## src/rtl/oc8051_ice_leds.sv

```systemverilog
// oc8051_ice_leds: board "alive" LED generator for the iCE build of oc8051.
// A prescaler produces one tick every TICK_DIV clocks. Each tick toggles the
// heartbeat LED and advances the four pattern LEDs.
// Optional macro OC8051_ICE_SWEEP_EN swaps the 8-entry pattern table for a
// bouncing single-LED sweep. With the macro undefined the table is used.
module oc8051_ice_leds #(
  parameter int unsigned TICK_DIV = 1000000
) (
  input  logic i_clk,
  input  logic i_rst,
  output logic o_led4,
  output logic o_led3,
  output logic o_led2,
  output logic o_led1,
  output logic o_led0
);

  localparam int unsigned CNT_W = (TICK_DIV > 1) ? $clog2(TICK_DIV) : 1;
  localparam logic [CNT_W-1:0] CNT_MAX = CNT_W'(TICK_DIV - 1);
  localparam logic [CNT_W-1:0] CNT_ONE = CNT_W'(1);

  logic [CNT_W-1:0] cnt_q, cnt_d;
  logic             tick;
  logic             hb_q, hb_d;
  logic [3:0]       led_q, led_d;

  // Prescaler: count every clock and flag the last count of each interval
  always_comb begin
    tick  = (cnt_q == CNT_MAX);
    cnt_d = tick ? '0 : (cnt_q + CNT_ONE);
    hb_d  = tick ? ~hb_q : hb_q;
  end

  // Prescaler and heartbeat registers
  always_ff @(posedge i_clk or posedge i_rst) begin
    if (i_rst) begin
      cnt_q <= '0;
      hb_q  <= 1'b0;
    end else begin
      cnt_q <= cnt_d;
      hb_q  <= hb_d;
    end
  end

`ifdef OC8051_ICE_SWEEP_EN

  typedef enum logic {DIR_UP, DIR_DOWN} dir_t;

  logic [1:0] pos_q, pos_d;
  dir_t       dir_q, dir_d;

  // Sweep: step the lit LED one place per tick, bouncing at both ends
  always_comb begin
    pos_d = pos_q;
    dir_d = dir_q;
    led_d = led_q;
    if (tick) begin
      pos_d = (dir_q == DIR_UP) ? (pos_q + 2'd1) : (pos_q - 2'd1);
      if (pos_d == 2'd3) begin
        dir_d = DIR_DOWN;
      end else if (pos_d == 2'd0) begin
        dir_d = DIR_UP;
      end
      led_d = 4'b0001 << pos_d;
    end
  end

  // Sweep position, direction and LED registers
  always_ff @(posedge i_clk or posedge i_rst) begin
    if (i_rst) begin
      pos_q <= 2'd0;
      dir_q <= DIR_UP;
      led_q <= 4'b0001;
    end else begin
      pos_q <= pos_d;
      dir_q <= dir_d;
      led_q <= led_d;
    end
  end

`else

  logic [2:0] step_q, step_d;

  function automatic logic [3:0] patLookup(input logic [2:0] idx);
    logic [3:0] pat;
    case (idx)
      3'd0:    pat = 4'b0001;
      3'd1:    pat = 4'b0011;
      3'd2:    pat = 4'b0111;
      3'd3:    pat = 4'b1111;
      3'd4:    pat = 4'b1110;
      3'd5:    pat = 4'b1100;
      3'd6:    pat = 4'b1000;
      default: pat = 4'b0000;
    endcase
    return pat;
  endfunction

  // Table walk: on each tick load the next entry so the pins stay flop-driven
  always_comb begin
    step_d = step_q;
    led_d  = led_q;
    if (tick) begin
      step_d = step_q + 3'd1;
      led_d  = patLookup(step_d);
    end
  end

  // Step index and LED registers
  always_ff @(posedge i_clk or posedge i_rst) begin
    if (i_rst) begin
      step_q <= 3'd0;
      led_q  <= 4'b0001;
    end else begin
      step_q <= step_d;
      led_q  <= led_d;
    end
  end

`endif

  assign o_led4 = hb_q;
  assign o_led3 = led_q[3];
  assign o_led2 = led_q[2];
  assign o_led1 = led_q[1];
  assign o_led0 = led_q[0];

endmodule

```

## config.mk

```make
export PLATFORM = sky130hd
export DESIGN_NAME = oc8051_ice_leds
export DESIGN_NICKNAME = d
export VERILOG_FILES = /design/src/rtl/oc8051_ice_leds.sv
export SDC_FILE = /design/constraint.sdc
export NUM_CORES = 1
export LEC_CHECK = 0
export BUFFER_PORTS_ARGS = -buffer_cell sky130_fd_sc_hd__clkbuf_2
export CORE_ASPECT_RATIO = 0.7
export CORE_MARGIN = 3
export CORE_UTILIZATION = 45
export DETAILED_ROUTE_END_ITERATION = 12
export GPL_ROUTABILITY_DRIVEN = 0
export GPL_TIMING_DRIVEN = 0
export SETUP_SLACK_MARGIN = 0.1
export SYNTH_ARGS = -nofsm -noshare
export SYNTH_HDL_FRONTEND = slang
export SYNTH_SLANG_ARGS = --single-unit
```

## constraint.sdc

```tcl
create_clock -name i_clk -period 2.4 [get_ports i_clk]
set_input_delay 0.24 -clock i_clk [delete_from_list [all_inputs] [get_ports i_clk]]
set_output_delay 0.24 -clock i_clk [all_outputs]
set_load 0.02 [all_outputs]
```

==> Word level (Yosys, flattened, before mapping) <==
Cells that the tools add are included.
{ "word_totals": {"regBits": 28, "ramBits": 0, "memories": 0, "latch_bits": 0, "romBits": 0, "inputBits": 2, "wordCells": 17} }
{ "classes": {"muxes": 2, "n_addsub": 2, "order_cmp": 0, "div_mod_pow": 0, "bitwise": 1, "eq_ne": 7, "shift": 0, "multipliers": 0, "n_reduce_logical": 1} }
{ "ops": {"columns": ["cell", "n"], "rows": [
  ["case mux 4 bit (7 select lines)", 1],
  ["adder 20 x 1 -> 20 bit (second input constant)", 1],
  ["equality test 20 bit (second input constant)", 1],
  ["2-to-1 mux 20 bit", 1],
  ["equality test 3 bit (second input constant)", 3],
  ["equality test 3 x 2 -> 1 bit (second input constant)", 2],
  ["adder 3 x 1 -> 3 bit (second input constant)", 1],
  ["equality test 3 x 1 -> 1 bit (second input constant)", 1],
  ["logical NOT 3 bit", 1],
  ["inverter 1 bit", 1]
]} }

==> Longest topological paths before layout <==
{ "depth": {"ltp_word": 3, "depth_mapped": 6} }

==> Worst setup path before layout <==
No wires, ideal clock.
{ "synth_path": {"path_type": "register to register", "start": "register cnt_q[0]", "end": "register led_q[1]", "setup_slack_ps": 777, "setup_ps": 125, "path_stages_with_launch": 6, "arrival_ps": 1498, "cell_sequence": "dfrtp_1 > ha_1 > and3_2 > nand3_1 > nor2_4 > mux2_2"} }
{ "synth_between": {"elab_chain_len": 1} }
{ "synth_rtl": {"columns": ["item", "line_no", "text"], "rows": [
  ["start, declared", "22", "logic [CNT_W-1:0] cnt_q, cnt_d;"],
  ["start signal, assigned", "40", "cnt_q <= cnt_d;"],
  ["equality test 20 bit", "29", "tick = (cnt_q == CNT_MAX);"],
  ["end signal, assigned", "117", "led_q <= led_d;"],
  ["end, declared", "25", "logic [3:0] led_q, led_d;"]
]} }
No other way between the ends.
A chain may end at the register's enable or synchronous reset.

==> Final worst setup path <==
{ "layout_path": {"start": "register cnt_q[0]", "end": "register led_q[3]"} }
Same word-level chain as after synthesis.

==> results.py <==
metrics = {
    "run_status": {
        "run_status": "complete, no violations",
    },
    "clock_network": {
        "cts_made_buffers": 3,
        "clock_insertion_delay_worst_skew_ps": 270,
        "post_cts_setup_buffer_count": 0,
        "cts_root_buffer": "clkbuf_8",
        "cts_tree": "yes",
        "cts_buffer_depth": 2,
        "cts_repair_resize_count": 0,
        "cts_num_sinks": 28,
        "cts.hold.buffers_added": 0,
        "clk_pin_slew_worst_paths_ps": 90,
        "count_of_h_tree_levels_built_during_cts": 1,
    },
    "critical_path": {
        "critical_path.max_fanout": 8,
        "r2r.worst_path.cells": 5,
        "critical_path_class": "reg2reg",
        "path_buf_inv": 0,
        "crit-reg2reg-launch": "cnt_q[0]",
        "reg2reg_slack_ps": 560,
        "timing.rr.end": "led_q[3]",
        "critical_path.cell_chain": "ha_1, and3_2, nand3_1, nor2_4, mux2_2",
        "crit_path_end_kind": "flop",
        "critPathSlowestCell": "dfrtp_1",
        "worstPathRequired_ps": 2560,
        "timing.critical_path.from_type": "flop",
        "critPathTopFamily": "simple AND/OR/NAND/NOR gates",
        "worst_ep_arrival_time_ps": 2000,
        "max_stage_delay_ps": 400,
    },
    "yosys": {
        "synth.net_count": 137,
        "post-synth-top-area-fraction_pct": 46.9,
        "async_flop_share_pct": 100,
        "yosysSeqAreaShare_pct": 48.7,
        "synthesis.instances": 129,
        "synth-seq-cells": 28,
        "synth.cell_area_um2": 1440,
        "yosysWarningCount": 0,
        "synthesis.area_per_instance_um2": 11.2,
        "synth_ff_type": "dfrtp_1",
        "yosys.cell_types.count": 38,
        "synth.top_cells.by_area": "dfrtp_1 (47%), xor2_1 (6.1%), ha_1 (5.2%)",
        "synth_edf_count": 0,
        "synthDominantAreaCellType": "dfrtp_1",
    },
    "floorplan": {
        "initial_core_util_pct": 49.3,
        "dieArea_um2": 3930,
        "die_w_um": 73.6,
        "die_height_um": 53.3,
        "floorplan.io_pins": 7,
        "placementRows": 16,
        "coreArea_um2": 2920,
    },
    "global_routing": {
        "grt_antenna_before_repair": 0,
        "grt.total_usage_pct": 16.0,
        "first_global_vias": 959,
        "grt_max_degree": 29,
        "grt_first_pass_wirelength_mm": 4.63,
        "global_route.overflow_total": 0,
    },
    "drt": {
        "total_drc_errors_in_the_routed_layout": 0,
        "avgViaCountPerCell": 5.47,
        "vias": 957,
        "wirelength_mm": 2.64,
        "route.antenna.remaining_nets": 0,
        "detailedRoute.firstIterationViolations": 51,
        "wire_per_inst_um": 15.1,
        "drt_pre_antenna_iters": 4,
    },
    "cells_and_area": {
        "stdcell_count": 175,
        "fillCellCount": 277,
        "final_layout_size_suffix_gt1_share_pct": 18.0,
        "antenna_cells_inserted": 0,
        "final_cell_area_um2": 1570,
        "number_of_nets_in_the_finished_design": 148,
        "area_growth_pct": 9.04,
        "final_core_utilization_pct": 53.7,
    },
    "power_and_ir_drop": {
        "switchingPower_mw": 0.145,
        "power.sequential.fraction_pct": 61.7,
        "power.leakage_nw": 0.730,
        "clockPowerShare_pct": 37.1,
        "cellInternalPower_mw": 0.619,
        "power.density_nw_per_um2": 487,
        "pwr-share-comb_pct": 1.2,
        "finalPower_mw": 0.764,
        "ir_worst_vdd_mv": 0.347,
        "power.switching_fraction_pct": 19.0,
    },
    "placement": {
        "place_inst": 171,
        "post-place-ws_ps": 556,
        "post_dp_cell_area_um2": 1520,
        "hpwlAfterDp_mm": 2.02,
        "portbufs": 6,
    },
    "timing": {
        "setup-violations-final": 0,
        "slew_at_the_pin_with_the_worst_max_slew_slack_ps": 1030,
        "max_freq_ghz": 0.543,
        "timing_hold_violations_final": 0,
        "period_needed_ps": 1840,
        "rsz0062_at_grt": "no",
        "finalSetupTns_ps": 0,
        "final.setup_skew_ps": 6.13,
        "final_worst_slack_ps": 559,
        "finalCritPeriodShare_pct": 76.7,
        "maxSlewHeadroom_pct": 31.4,
        "hold_ws_ps": 185,
        "timing_max_transition_violations_final": 0,
    },
    "flow_run": {
        "drv_cap": 0,
    },
    "min_path": {
        "min_path_type": "in2async",
    },
}
==> layout by cell type (no fill, tap or decap), drive strengths merged, types with 3 or more instances in the layout <==
cell	n
a21oi	3
xnor2	7
xor2	11
ha	6
dfrtp	27
and3	3
mux2	4
nand3	4
nor3	7
o21ai	3
nand4	6
nor2	13
clkbuf	10
inv	6
and4	3
nor4	3
nand2	6
==> kinds of logic after synthesis <==
kind of cell	Yosys count	share of synthesized area (%)
AOI/OAI and AO/OA	9	4.00
xor gates and xnor gates	18	11.5
adders and majority gates	6	5.21
buffers and inverters	8	2.87
DFF	28	48.7
muxes	6	4.52
and+or+nand+nor	54	23.2
==> sequential cells by signal, summed over array words and instances, names as in the netlist <==
register	cells
o_led4	1
step_q	3
cnt_q	20
led_q	4
==> how the worst max path moves through the flow <==
stage	from	to	cells after the start
2_1_floorplan	cnt_q[0]	led_q[1]	5
3_3_place_gp	cnt_q[0]	led_q[2]	5
3_5_place_dp	cnt_q[0]	led_q[3]	5
4_1_cts	cnt_q[0]	led_q[3]	5
5_1_grt	cnt_q[0]	cnt_q[18]	5
6_report	cnt_q[0]	led_q[3]	5
==> synth_stat cells, types with 2 or more instances <==
cell / instances
nor4_1: 3
nor3_1: 7
and4_1: 2
xnor2_1: 7
xor2_1: 10
a21oi_1: 2
nor2_1: 12
inv_1: 6
nand4_1: 5
nand3_1: 4
ha_1: 6
mux2i_1: 2
nor2b_1: 2
and3_1: 2
mux2_2: 3
o21ai_0: 3
and2_1: 2
dfrtp_1: 27
nand2_1: 5
==> power groups by stage <==
stage / registers (mW) / logic, mW / clock network [mW]
5_1_grt: 0.472 / 0.0114 / 0.314
4_1_cts: 0.471 / 0.0103 / 0.294
3_5_place_dp: 0.481 / 0.0103 / 0
3_3_place_gp: 0.481 / 0.0101 / 0
6_report: 0.471 / 0.00941 / 0.283
2_1_floorplan: 0.481 / 0.00698 / 0
==> layout make-up <==
type	count	area, µm²	area share [%]
buffer	2	18.8	1.20
clock buffer	4	55.1	3.51
inverter	6	22.5	1.43
multi-input combinational	93	697	44.4
sequential	28	702	44.7
tap	36	45.0	2.87
timing repair buffer	6	30.0	1.91
==> worst register-to-register path, stage by stage, from the launching register on <==
cell and delay (ps):
dfrtp_1 400, ha_1 220, and3_2 220, nand3_1 200
nor2_4 320, mux2_2 380
==> layer usage <==
layer | share of wire (%) | GRT usage, % | vias to the layer above
li1 | - | - | 469
met1 | 52 | 22.3 | 472
met2 | 43 | 24.6 | 14
met3 | 4.4 | 4.55 | 2
met4 | 0.57 | 3.61 | 0
met5 | 0 | 0 | -
(Power assumes the default switching activity.)
